File: config.mk
export PLATFORM = sky130hd
export DESIGN_NAME = pipe_tick_ctrl
export DESIGN_NICKNAME = d
export VERILOG_FILES = /design/src/rtl/pipe_tick_ctrl.sv
export SDC_FILE = /design/constraint.sdc
export NUM_CORES = 1
export LEC_CHECK = 0
export CAP_MARGIN = 20
export CORE_ASPECT_RATIO = 1.5
export CORE_UTILIZATION = 49
export DETAILED_ROUTE_END_ITERATION = 12
export HOLD_SLACK_MARGIN = 0.03
export PLACE_DENSITY = 0.84
export SYNTH_ARGS = -nofsm -noshare
export SYNTH_HDL_FRONTEND = slang
export SYNTH_SLANG_ARGS = --single-unit
File: constraint.sdc
create_clock -name fast_clk -period 3.45 [get_ports fast_clk]
set_input_delay 0.69 -clock fast_clk [delete_from_list [all_inputs] [get_ports fast_clk]]
set_output_delay 0.69 -clock fast_clk [all_outputs]
set_load 0.03 [all_outputs]
File: src/rtl/pipe_tick_ctrl.sv
// Sequencing controller for a two-stage datapath: a programmable clock-enable
// tick on the single fast clock drives PR/Stage2 load enables with valid/ready flow control.
module pipe_tick_ctrl #(
  parameter int DIV_W   = 4,
  parameter int DIV_RST = 4,
  parameter int STALL_W = 16
) (
  input  logic               fast_clk,
  input  logic               rst,
  input  logic [DIV_W-1:0]   cfg_div,
  input  logic               cfg_load,
  input  logic               flush,
  input  logic               in_valid,
  output logic               in_ready,
  output logic               pr_en,
  output logic               s2_en,
  output logic               out_valid,
  input  logic               out_ready,
  output logic               tick,
  output logic [1:0]         occupancy,
  output logic [STALL_W-1:0] stall_cnt
);

  localparam logic [DIV_W-1:0] DIV_RST_V = DIV_W'(DIV_RST);

  logic [DIV_W-1:0] div_q;
  logic [DIV_W-1:0] cnt;
  logic [DIV_W-1:0] div_eff;
  logic [DIV_W-1:0] cnt_last;
  logic             wrap;
  logic             v_pr;
  logic             v_s2;
  logic             pop;
  logic             stall;

  function automatic logic [STALL_W-1:0] sat_inc(input logic [STALL_W-1:0] v);
    return (&v) ? v : v + STALL_W'(1);
  endfunction

  // A programmed ratio of zero behaves as divide-by-one.
  assign div_eff  = (div_q == '0) ? DIV_W'(1) : div_q;
  assign cnt_last = div_eff - DIV_W'(1);
  assign wrap     = (cnt >= cnt_last);

  // Stage boundary: tick and load enables, all combinational from registered state.
  assign tick      = wrap & ~flush & ~cfg_load & ~rst;
  assign s2_en     = tick & v_pr & (~v_s2 | out_ready);
  assign in_ready  = tick & (~v_pr | s2_en);
  assign pr_en     = in_valid & in_ready;
  assign pop       = v_s2 & out_ready;
  assign out_valid = v_s2;
  assign occupancy = {1'b0, v_pr} + {1'b0, v_s2};
  assign stall     = tick & v_pr & ~s2_en;

  // Stage boundary: divider, valid bits and stall counter registers.
  always_ff @(posedge fast_clk) begin
    if (rst) begin
      div_q     <= DIV_RST_V;
      cnt       <= '0;
      v_pr      <= 1'b0;
      v_s2      <= 1'b0;
      stall_cnt <= '0;
    end else begin
      if (cfg_load)
        div_q <= cfg_div;

      if (flush || cfg_load || wrap)
        cnt <= '0;
      else
        cnt <= cnt + DIV_W'(1);

      if (flush) begin
        v_pr <= 1'b0;
        v_s2 <= 1'b0;
      end else begin
        v_pr <= pr_en | (v_pr & ~s2_en);
        v_s2 <= s2_en | (v_s2 & ~pop);
      end

      if (stall)
        stall_cnt <= sat_inc(stall_cnt);
    end
  end

endmodule
==> results.txt <==
Data on the critical path is required at its endpoint by 2760 ps. Cell internal power was estimated by the tool at 484 uW. The number of antenna diodes is 0. Post-CTS timing repair inserted 0 buffers for setup. The total half-perimeter wirelength after legalization and detailed placement is 2.54 mm. The number of antenna violations at the first check in global routing is 0.

Yosys printed 0 warnings. The slowest stage of the critical path belongs to the cell sky130_fd_sc_hd__o311ai_2. The run finished with clean final reports. The smallest clock period supported by the final layout is computed as 3180 ps.

33 I/O pins were placed. The path type of the worst min-delay path was register to register. The worst hold path begins at stall_cnt[4]. Worst reg2reg path startpoint: div_q[0]. The first global-routing pass estimated 5.32 mm of wire. The mapped cell area is 1420 um2, and the number of vias per cell is 5.77.

For this run, the leading register cell type out of synthesis is sky130_fd_sc_hd__dfxtp_1. The leakage power total is 0.734 nW. Along the worst path, the maximum fanout reaches 7.

The number of register bits inferred by synthesis is 26, and the clock sink count is 26. The count of non-filler cells in the finished layout was 235; the via count was 1356. The pin count of the biggest net entering global routing was 31; the via count of the first global-routing pass was 1221.

The total overflow left after global routing is 0. TritonCTS built the clock tree. Relative to the synthesized area, the layout overhead comes to 30.6%. After layout, the worst setup slack is 272 ps. In this run the core area contains 23 standard-cell rows.

At the end of routability-driven placement, the weighted congestion stood at 0.795. Hold repair after CTS inserted 0 buffers. Synthesized netlist net count: 182. The final setup skew came out at 4.40 ps. The die is 67.9 um tall.

The max-slew headroom at the worst pin came out at 0.736. The total global-route track usage is 0.233, and the share of total power in sequential cells is 0.503. The share of the clock period used by the worst path after layout is 0.921, and the portion of total power attributed to combinational logic is 0.080. In this design, the stage delay of the slowest critical-path cell is 360 ps. Setup repair after global routing left no endpoint under its margin. The critical path start-end classification was register to output port. The portion of total power attributed to the clock network was 0.417; the synthesized area per cell was 8.55 um2. No sink is reached through more buffers than the 2 on the longest clock path. The floorplan step defined a die boundary enclosing 3120 um2. The critical path goes through or2_2 -> nor2_1 -> a21oi_1 -> ha_1 -> nor4b_2 -> o311ai_2 -> a21oi_2 -> and3_1 -> buf_4. The utilization after layout was 0.685. Including well taps, the total number of placed cells is 231. For hold timing, the worst endpoint is stall_cnt[4]. After clock tree synthesis, the clock-pin slew on the worst setup and hold paths is 90 ps.

The die extent in x is 46.0 um. The port buffer count was 32; the number of synthesized flops with an enable pin was 0. The run gives 4 as the count of TritonRoute iterations in the first routing pass.

Dividing the detail-routed wire length by the instance count gives 14.6 um. The final hold violation count is 0, and the sum of negative setup slack is 0 ps. The worst slack at placement is 391 ps. At the pin with the least slew margin, the transition time is 395 ps. Across the VDD grid, the largest voltage drop is 369 uV.

The number of buffers created by CTS was 3; the number of DRC markers in iteration 0 was 20. The run gives 730 ps as the worst-case register-to-register setup slack. The final setup violation count is 0, and the floorplan core area is 2710 um2. Wires add up to 3.43 mm. Power density relative to cell area: 331 nW/um2.

The kind of end point of the critical path was an output port. The fraction of layout instances using a drive strength above 1 was 0.121. The total design power was 613 uW.

The final layout contains 215 nets. The proportion of synthesized flip-flops having asynchronous set or reset is 0, and the maximum clock rate is 0.315 GHz. The logs give 0 for the total of max-cap violations and 2490 ps for the arrival time of data at the critical path endpoint. Summed over all nets, the switching power comes to 129 uW. In this run, distinct cell masters in the synthesized netlist total 39. At the later pin of the worst-skew pair, clock insertion delay measures 270 ps.

The initial core utilization came out at 0.525. The number of cells produced by synthesis came out at 166. CTS placed an instance of sky130_fd_sc_hd__clkbuf_8 at the clock tree root. The worst setup path is launched from a register. For the number of fill cells, the log shows 236. The number of cell instances on the worst register-to-register path is 10. In this run the remaining antenna-violating nets after routing total 0.

The run gives 0 as the final routed DRC violation total. The worst hold path cell count works out to 1. The worst register-to-register path ends at stall_cnt[7]. The logs give 0.367 for the post-synthesis sequential area ratio and 1 for the deepest level of the CTS H-tree. Switching share of total power: 0.210. The final count of pins violating max slew is 0.
==> placed cells by master (no fill, tap or decap), types with 2 or more instances in the layout <==
cell type / n
sky130_fd_sc_hd__and3_1: 6
sky130_fd_sc_hd__and2_1: 3
sky130_fd_sc_hd__nand4_1: 7
sky130_fd_sc_hd__nor3_1: 3
sky130_fd_sc_hd__dfxtp_1: 26
sky130_fd_sc_hd__a31oi_1: 2
sky130_fd_sc_hd__and4_1: 4
sky130_fd_sc_hd__clkdlybuf4s50_1: 28
sky130_fd_sc_hd__buf_4: 7
sky130_fd_sc_hd__mux2_2: 8
sky130_fd_sc_hd__nand2b_1: 3
sky130_fd_sc_hd__or2_2: 2
sky130_fd_sc_hd__ha_1: 6
sky130_fd_sc_hd__nand3_1: 9
sky130_fd_sc_hd__clkbuf_8: 3
sky130_fd_sc_hd__nor2b_1: 10
sky130_fd_sc_hd__nand2_1: 8
sky130_fd_sc_hd__a21oi_1: 7
sky130_fd_sc_hd__mux2i_1: 6
sky130_fd_sc_hd__o21ai_0: 2
sky130_fd_sc_hd__or3_1: 2
sky130_fd_sc_hd__nor2_1: 26
==> through the flow <==
step           area (um2)  hold slack, ps
2_1_floorplan        1420             430
6_report             1850             502
5_1_grt              1850             539
3_5_place_dp         1770             484
3_3_place_gp         1770             458
4_1_cts              1840             509
==> power by group through the flow <==
stage / clock network (mW) / registers, mW / logic (mW)
floorplan: 0 / 0.314 / 0.0283
CTS: 0.259 / 0.308 / 0.0472
global route: 0.270 / 0.309 / 0.0547
detailed placement: 0 / 0.316 / 0.0470
finish: 0.256 / 0.308 / 0.0493
global placement: 0 / 0.315 / 0.0450
==> cells by family (layout without fill, tap and decap cells) <==
| kind of cell | after synthesis | count (layout) | share of synthesized area |
|---|---|---|---|
| simple gates | 88 | 88 | 0.335 |
| buf+inv | 8 | 40 | 0.0220 |
| flops | 26 | 26 | 0.367 |
| fa+ha+maj | 6 | 6 | 0.0529 |
| compound gates | 22 | 22 | 0.106 |
| mux | 14 | 14 | 0.106 |
| xor+xnor | 2 | 2 | 0.0123 |
==> sequential cells by signal, summed over array words and instances, names as in the netlist <==
register,cells
div_q,4
stall_cnt,16
v_pr,1
cnt,4
out_valid,1
==> cell type report <==
class                   instances  area [um2]  area share
clock buffers                   3        41.3      0.0223
clock inverters                 1        30.0      0.0162
inverters                       1        3.75     0.00202
multi-input cells             132         880       0.474
flip-flops and latches         26         520       0.281
well taps                      37        46.3      0.0250
repair buffers                 35         333       0.179
==> Yosys cell counts (2+ instances only) <==
cell type                  instances  area share
sky130_fd_sc_hd__nand2_1           8       0.021
sky130_fd_sc_hd__nand3_1           9       0.032
sky130_fd_sc_hd__dfxtp_1          26        0.37
sky130_fd_sc_hd__mux2_2            8       0.063
sky130_fd_sc_hd__mux2i_1           6       0.042
sky130_fd_sc_hd__nor2b_1          10       0.044
sky130_fd_sc_hd__a31oi_1           2      0.0088
sky130_fd_sc_hd__or2_2             2      0.0088
sky130_fd_sc_hd__a21oi_1           8       0.028
sky130_fd_sc_hd__ha_1              6       0.053
sky130_fd_sc_hd__or3_1             2      0.0088
sky130_fd_sc_hd__clkbuf_1          6       0.016
sky130_fd_sc_hd__and4_1            4       0.025
sky130_fd_sc_hd__o21ai_0           2      0.0070
sky130_fd_sc_hd__nand2b_1          3       0.013
sky130_fd_sc_hd__and2_1            3       0.013
sky130_fd_sc_hd__and3_1            6       0.026
sky130_fd_sc_hd__nor3_1            3       0.011
sky130_fd_sc_hd__nand4_1           7       0.031
sky130_fd_sc_hd__nor2_1           26       0.069
==> critical path: cells and delay by family, from the launching register on <==
family / cells / cell delay (ps)
simple gates: 4 / 820
flops: 1 / 340
fa+ha+maj: 1 / 300
buf+inv: 1 / 160
compound gates: 3 / 580
==> worst max path at each step <==
stage	end	start	slack, ps
floorplan	s2_en	div_q[0]	190
global placement	pr_en	div_q[0]	490
detailed placement	pr_en	div_q[0]	390
CTS	pr_en	div_q[0]	70
global route	pr_en	div_q[0]	80
finish	pr_en	div_q[0]	270
==> metal layers <==
metal  up-vias  global-route usage  routed length [um]
li1        668                   -                   -
met1       639               0.244                1340
met2        41               0.431                1860
met3         8              0.0369                 148
met4         0               0.110                  76
met5         -                   0                   0
==> repair_timing <==
| action | 4_1_cts | 5_1_grt |
|---|---|---|
| endpoints found under the hold margin | 0 | 0 |
| endpoints found under the setup margin | 0 | 3 |
| gates resized for setup | 0 | 2 |
(Power assumes the default switching activity.)
